### config.mk
export PLATFORM = sky130hd
export DESIGN_NAME = fetch_unit
export DESIGN_NICKNAME = d
export VERILOG_FILES = /design/src/rtl/fetch_pkg.sv /design/src/rtl/fetch_perf_cnt.sv /design/src/rtl/fetch_unit.sv
export SDC_FILE = /design/constraint.sdc
export NUM_CORES = 1
export LEC_CHECK = 0
export ABC_AREA = 0
export CORE_ASPECT_RATIO = 0.8
export CORE_MARGIN = 10
export CORE_UTILIZATION = 45
export CTS_BUF_LIST = sky130_fd_sc_hd__clkbuf_16
export CTS_CLUSTER_SIZE = 16
export DETAILED_ROUTE_END_ITERATION = 8
export PLACE_DENSITY = 0.81
export SYNTH_ARGS = -nofsm -noshare
export SYNTH_HDL_FRONTEND = slang
export SYNTH_SLANG_ARGS = --single-unit
### constraint.sdc
create_clock -name clk -period 4.1 [get_ports clk]
set_input_delay 0.82 -clock clk [delete_from_list [all_inputs] [get_ports clk]]
set_output_delay 0.82 -clock clk [all_outputs]
set_load 0.1 [all_outputs]
### src/rtl/fetch_pkg.sv
// fetch_pkg: shared widths, default reset PC and fault-state type for the fetch stage.
package fetch_pkg;
  localparam int PC_W = 32;
  localparam int INSTR_BYTES = 4;
  localparam logic [PC_W-1:0] DEFAULT_RESET_PC = '0;
  typedef enum logic {FETCH_RUN, FETCH_FAULT} fetch_state_t;
endpackage

### src/rtl/fetch_perf_cnt.sv
// fetch_perf_cnt: wrapping counters of issued fetches and decode-stalled valid cycles.
module fetch_perf_cnt (
  input  logic        clk,
  input  logic        rst,
  input  logic        fetch_en,
  input  logic        stall_hit,
  output logic [31:0] perf_fetched,
  output logic [31:0] perf_stall_cycles
);
  logic [31:0] fetched_q, fetched_d, stalls_q, stalls_d;
  always_comb begin
    fetched_d = fetch_en ? fetched_q + 32'd1 : fetched_q;
    stalls_d = stall_hit ? stalls_q + 32'd1 : stalls_q;
  end
  always_ff @(posedge clk) begin
    if (rst) begin
      fetched_q <= '0;
      stalls_q <= '0;
    end else begin
      fetched_q <= fetched_d;
      stalls_q <= stalls_d;
    end
  end
  assign perf_fetched = fetched_q;
  assign perf_stall_cycles = stalls_q;
endmodule

### src/rtl/fetch_unit.sv
// fetch_unit: PC owner and IF/ID tagger for a one-cycle-latency instruction memory.
// Define FETCH_PERF_CNT_EN to add the perf_fetched / perf_stall_cycles counters.
module fetch_unit
  import fetch_pkg::*;
#(
  parameter logic [31:0] RESET_PC = DEFAULT_RESET_PC,
  parameter int unsigned IMEM_BYTES = 32
) (
  input  logic        clk,
  input  logic        rst,
  input  logic        stall,
  input  logic        redirect,
  input  logic [31:0] redirect_pc,
  output logic [31:0] addr,
  output logic        EnIM,
  output logic [31:0] id_pc,
  output logic        id_valid,
  output logic        fetch_fault
`ifdef FETCH_PERF_CNT_EN
  ,
  output logic [31:0] perf_fetched,
  output logic [31:0] perf_stall_cycles
`endif
);
  localparam int AW = PC_W + 1;
  logic [PC_W-1:0] pc_q, pc_d, id_pc_q, id_pc_d;
  logic id_valid_q, id_valid_d;
  fetch_state_t state_q, state_d;
  logic [AW-1:0] pc_end;
  logic in_range;
  // widened so a PC near 2^32 cannot wrap into range
  assign pc_end = {1'b0, pc_q} + AW'(INSTR_BYTES);
  assign in_range = pc_end <= AW'(IMEM_BYTES);
  always_comb begin
    EnIM = !rst && !redirect && !stall && state_q == FETCH_RUN && in_range;
    pc_d = pc_q;
    id_pc_d = id_pc_q;
    id_valid_d = id_valid_q;
    state_d = state_q;
    if (redirect) begin
      pc_d = {redirect_pc[31:2], 2'b00};
      id_valid_d = 1'b0;
      state_d = FETCH_RUN;
    end else if (state_q == FETCH_FAULT) begin
      id_valid_d = 1'b0;
    end else if (!stall) begin
      pc_d = in_range ? pc_q + PC_W'(INSTR_BYTES) : pc_q;
      id_pc_d = in_range ? pc_q : id_pc_q;
      id_valid_d = in_range;
      state_d = in_range ? FETCH_RUN : FETCH_FAULT;
    end
  end
  always_ff @(posedge clk) begin
    if (rst) begin
      pc_q <= RESET_PC;
      id_pc_q <= '0;
      id_valid_q <= 1'b0;
      state_q <= FETCH_RUN;
    end else begin
      pc_q <= pc_d;
      id_pc_q <= id_pc_d;
      id_valid_q <= id_valid_d;
      state_q <= state_d;
    end
  end
  assign addr = pc_q;
  assign id_pc = id_pc_q;
  assign id_valid = id_valid_q;
  assign fetch_fault = state_q == FETCH_FAULT;
`ifdef FETCH_PERF_CNT_EN
  fetch_perf_cnt u_perf (
    .clk               (clk),
    .rst               (rst),
    .fetch_en          (EnIM),
    .stall_hit         (stall && id_valid_q),
    .perf_fetched      (perf_fetched),
    .perf_stall_cycles (perf_stall_cycles)
  );
`endif
endmodule

==> metrics.md, run 1 <==
| Metric | Value |
|---|---|
| Die width | 109 um |
| Mean post-synth cell area | 10.0 um2 |
| Synth Flop Type | dfxtp_1 |
| Asr flop ratio synth | 0% |
| Layout Utilization | 69.7% |
| I/O Buffers | 96 |
| Root Driver | clkbuf_16 |
| Worst Hold Class | reg2reg |
| Skew-Pair Late Insertion Delay | 330 ps |
| Cell family with most CP delay | simple AND/OR/NAND/NOR gates |
| Final Cycle Share | 94.8% |
| Hold-fix buffers at CTS | 0 |
| Clock tree buffer depth | 2 |
| Critical-path cell list | ha_1 -> nand2_1 -> nor4_4 -> and4bb_1 -> o22ai_2 -> nor4_4 -> nand3_1 -> nor2_4 -> buf_12 |
| RSZ-0062 raised after global routing | no |
| Worst-path fanout max | 10 |
| Maximum clock frequency | 257 MHz |
| DR WL/cell | 17.4 um |
| Peak supply drop | 0.257 mV |
| Max cap viols | 0 |
| Setup Skew | 8.42 ps |
| CP peak stage delay | 430 ps |
| Worst Path Arrival | 3070 ps |
| Area delta synth->final | 47.8% |
| Core Footprint | 6010 um2 |
| Via count | 2633 |
| CP most frequent cell | nor4_4 |
| # setup viols final | 0 |
| Critical path buffers and inverters | 1 |
| CP endpoint kind | output port |
| Setup TNS | 0 ps |
| Final min period | 3890 ps |
| Worst-Margin Slew | 1110 ps |
| Gr ovfl total | 0 |
| Post-route ant nets | 0 |
| Yosys top cell by area | dfxtp_1 |
| Nets | 419 |
| Commonest cells post-synth | dfxtp_1, and2_1, a22o_1 |
| Die area | 9890 um2 |
| Final Hold Vio Count | 0 |
| Pleak | 1.58 nW |
| Num Clock Sinks | 62 |
| Vias in the first global route | 2527 |
| Vias per cell | 5.64 |
| Cell count after synthesis | 282 |
| # IOs | 103 |
| Total CTS buffers | 9 |
| Cell variety after synth | 61 |
| FF-to-FF setup slack | 740 ps |
| Pin count of the biggest net entering global routing | 26 |
| Worst setup SP type | flop |
| WP data required | 3280 ps |
| Top cells by area, synth | dfxtp_1, a22o_1, and2_1 |
| Synthesized area | 2830 um2 |
| Sequential fraction of the synthesis area | 43.8% |
| Final HPWL from detailed placement | 6040 um |
| Clock Pin Slew Worst Setup and Hold Paths | 60 ps |
| Global-route wire length before repair | 13300 um |
| Num rows | 25 |
| Synth top area share | 43.8% |
| CP Class | reg2out |
| #FFs+latches synth | 62 |
| Ant. Diodes | 0 |
| Post-Route WL | 8140 um |
| Slew Viols, Final | 0 |
| H-tree levels | 3 |
| Pwr Density | 419 nW/um2 |
| GRT Util Overall | 16.7% |
| Outcome | completed |
| Starting Density | 47.2% |
| EDFF count, synth | 0 |
| Share of cells above drive strength 1 | 15.3% |
| Crit-path slowest cell | dfxtp_2 |
| Initial antenna violation count | 0 |
| DRC Markers | 0 |
| Slew headroom | 26.0% |
| First-pass DRT Iterations | 4 |
| Die Ht | 91.0 um |
| CTS tree | built |
| Most common cell in the synthesized netlist | dfxtp_1 |
| DR iter-0 viols | 107 |
| Yosys warning count | 0 |
| RePlAce Congestion | 0.871 |
==> what timing repair did <==
| item | CTS | global route |
|---|---|---|
| setup buffers | 0 | 2 |
| resized for setup | 0 | 1 |
| setup endpoints to repair | 0 | 1 |
==> cells by family (layout without fill, tap and decap cells) <==
| logic type | Yosys count | after routing | synth area share [%] |
|---|---|---|---|
| compound gates | 61 | 61 | 17.5 |
| xor+xnor | 7 | 7 | 2.16 |
| fa+ha+maj | 2 | 2 | 0.883 |
| buf+inv | 19 | 120 | 3.97 |
| flops | 62 | 62 | 43.8 |
| mux | 8 | 8 | 3.00 |
| other cells | 1 | 4 | 0.132 |
| simple gates | 122 | 122 | 28.5 |
==> placed cells by master (no fill, tap or decap), types with 6 or more instances in the layout <==
cell	n
clkdlybuf4s50_1	95
dfxtp_1	49
and2_1	26
a22o_1	21
nand3_1	15
nor2_1	13
dfxtp_2	13
nand4_1	12
nand2_1	10
and3_1	9
clkbuf_16	9
o21ai_0	8
mux2i_1	6
a21oi_1	6
==> per-layer routing <==
layer  track usage [%]  share of wire, %
met1              20.2                42
met4              5.70               1.3
met2              25.2                46
met3              8.26                11
met5                 0                 0
==> final timing paths <==
path / depth (start not counted) / startpoint / endpoint
worst max-delay path: 9 / addr[2] / EnIM
worst min-delay path: 1 / id_pc[24] / id_pc[24]
worst max register to register: 9 / addr[2] / addr[9]
worst min register to register: 1 / id_pc[24] / id_pc[24]
==> registers in the layout, indices dropped and copies added (netlist names) <==
name         flops
id_valid         1
id_pc           30
addr            30
fetch_fault      1
==> through the flow <==
step	instance area (um2)	std cells	setup slack [ps]	hold WS (ps)	power, mW
global route	4190	467	9.02	475	1.82
global placement	3860	449	527	442	0.995
finish	4190	467	215	456	1.75
detailed placement	3860	449	488	444	0.999
CTS	4170	465	133	461	1.77
floorplan	2870	285	16.6	738	0.911
==> power breakdown <==
part           internal (mW)  leakage, nW  switching [mW]
registers              0.624        0.510          0.0354
clock network          0.477        0.151           0.289
logic                  0.103        0.923           0.226
==> final cells by class <==
type	count	area, um2
inverters	3	11.3
repair buffers	101	1010
well taps	81	101
fillers	490	1820
clock buffers	9	225
flip-flops and latches	62	1260
clock inverters	7	78.8
multi-input cells	204	1500
(Power assumes the default switching activity.)
==> run 2, diff against run 1 <==
- CTS_CLUSTER_SIZE: 16 -> 8
==> results of run 2 <==
Same layout as run 1: the final DEF is identical, and so are final timing and power.
==> run 3, diff against run 2 <==
- ABC_AREA: 0 -> not set
==> results of run 3 <==
Same layout as run 1: the final DEF is identical, and so are final timing and power.
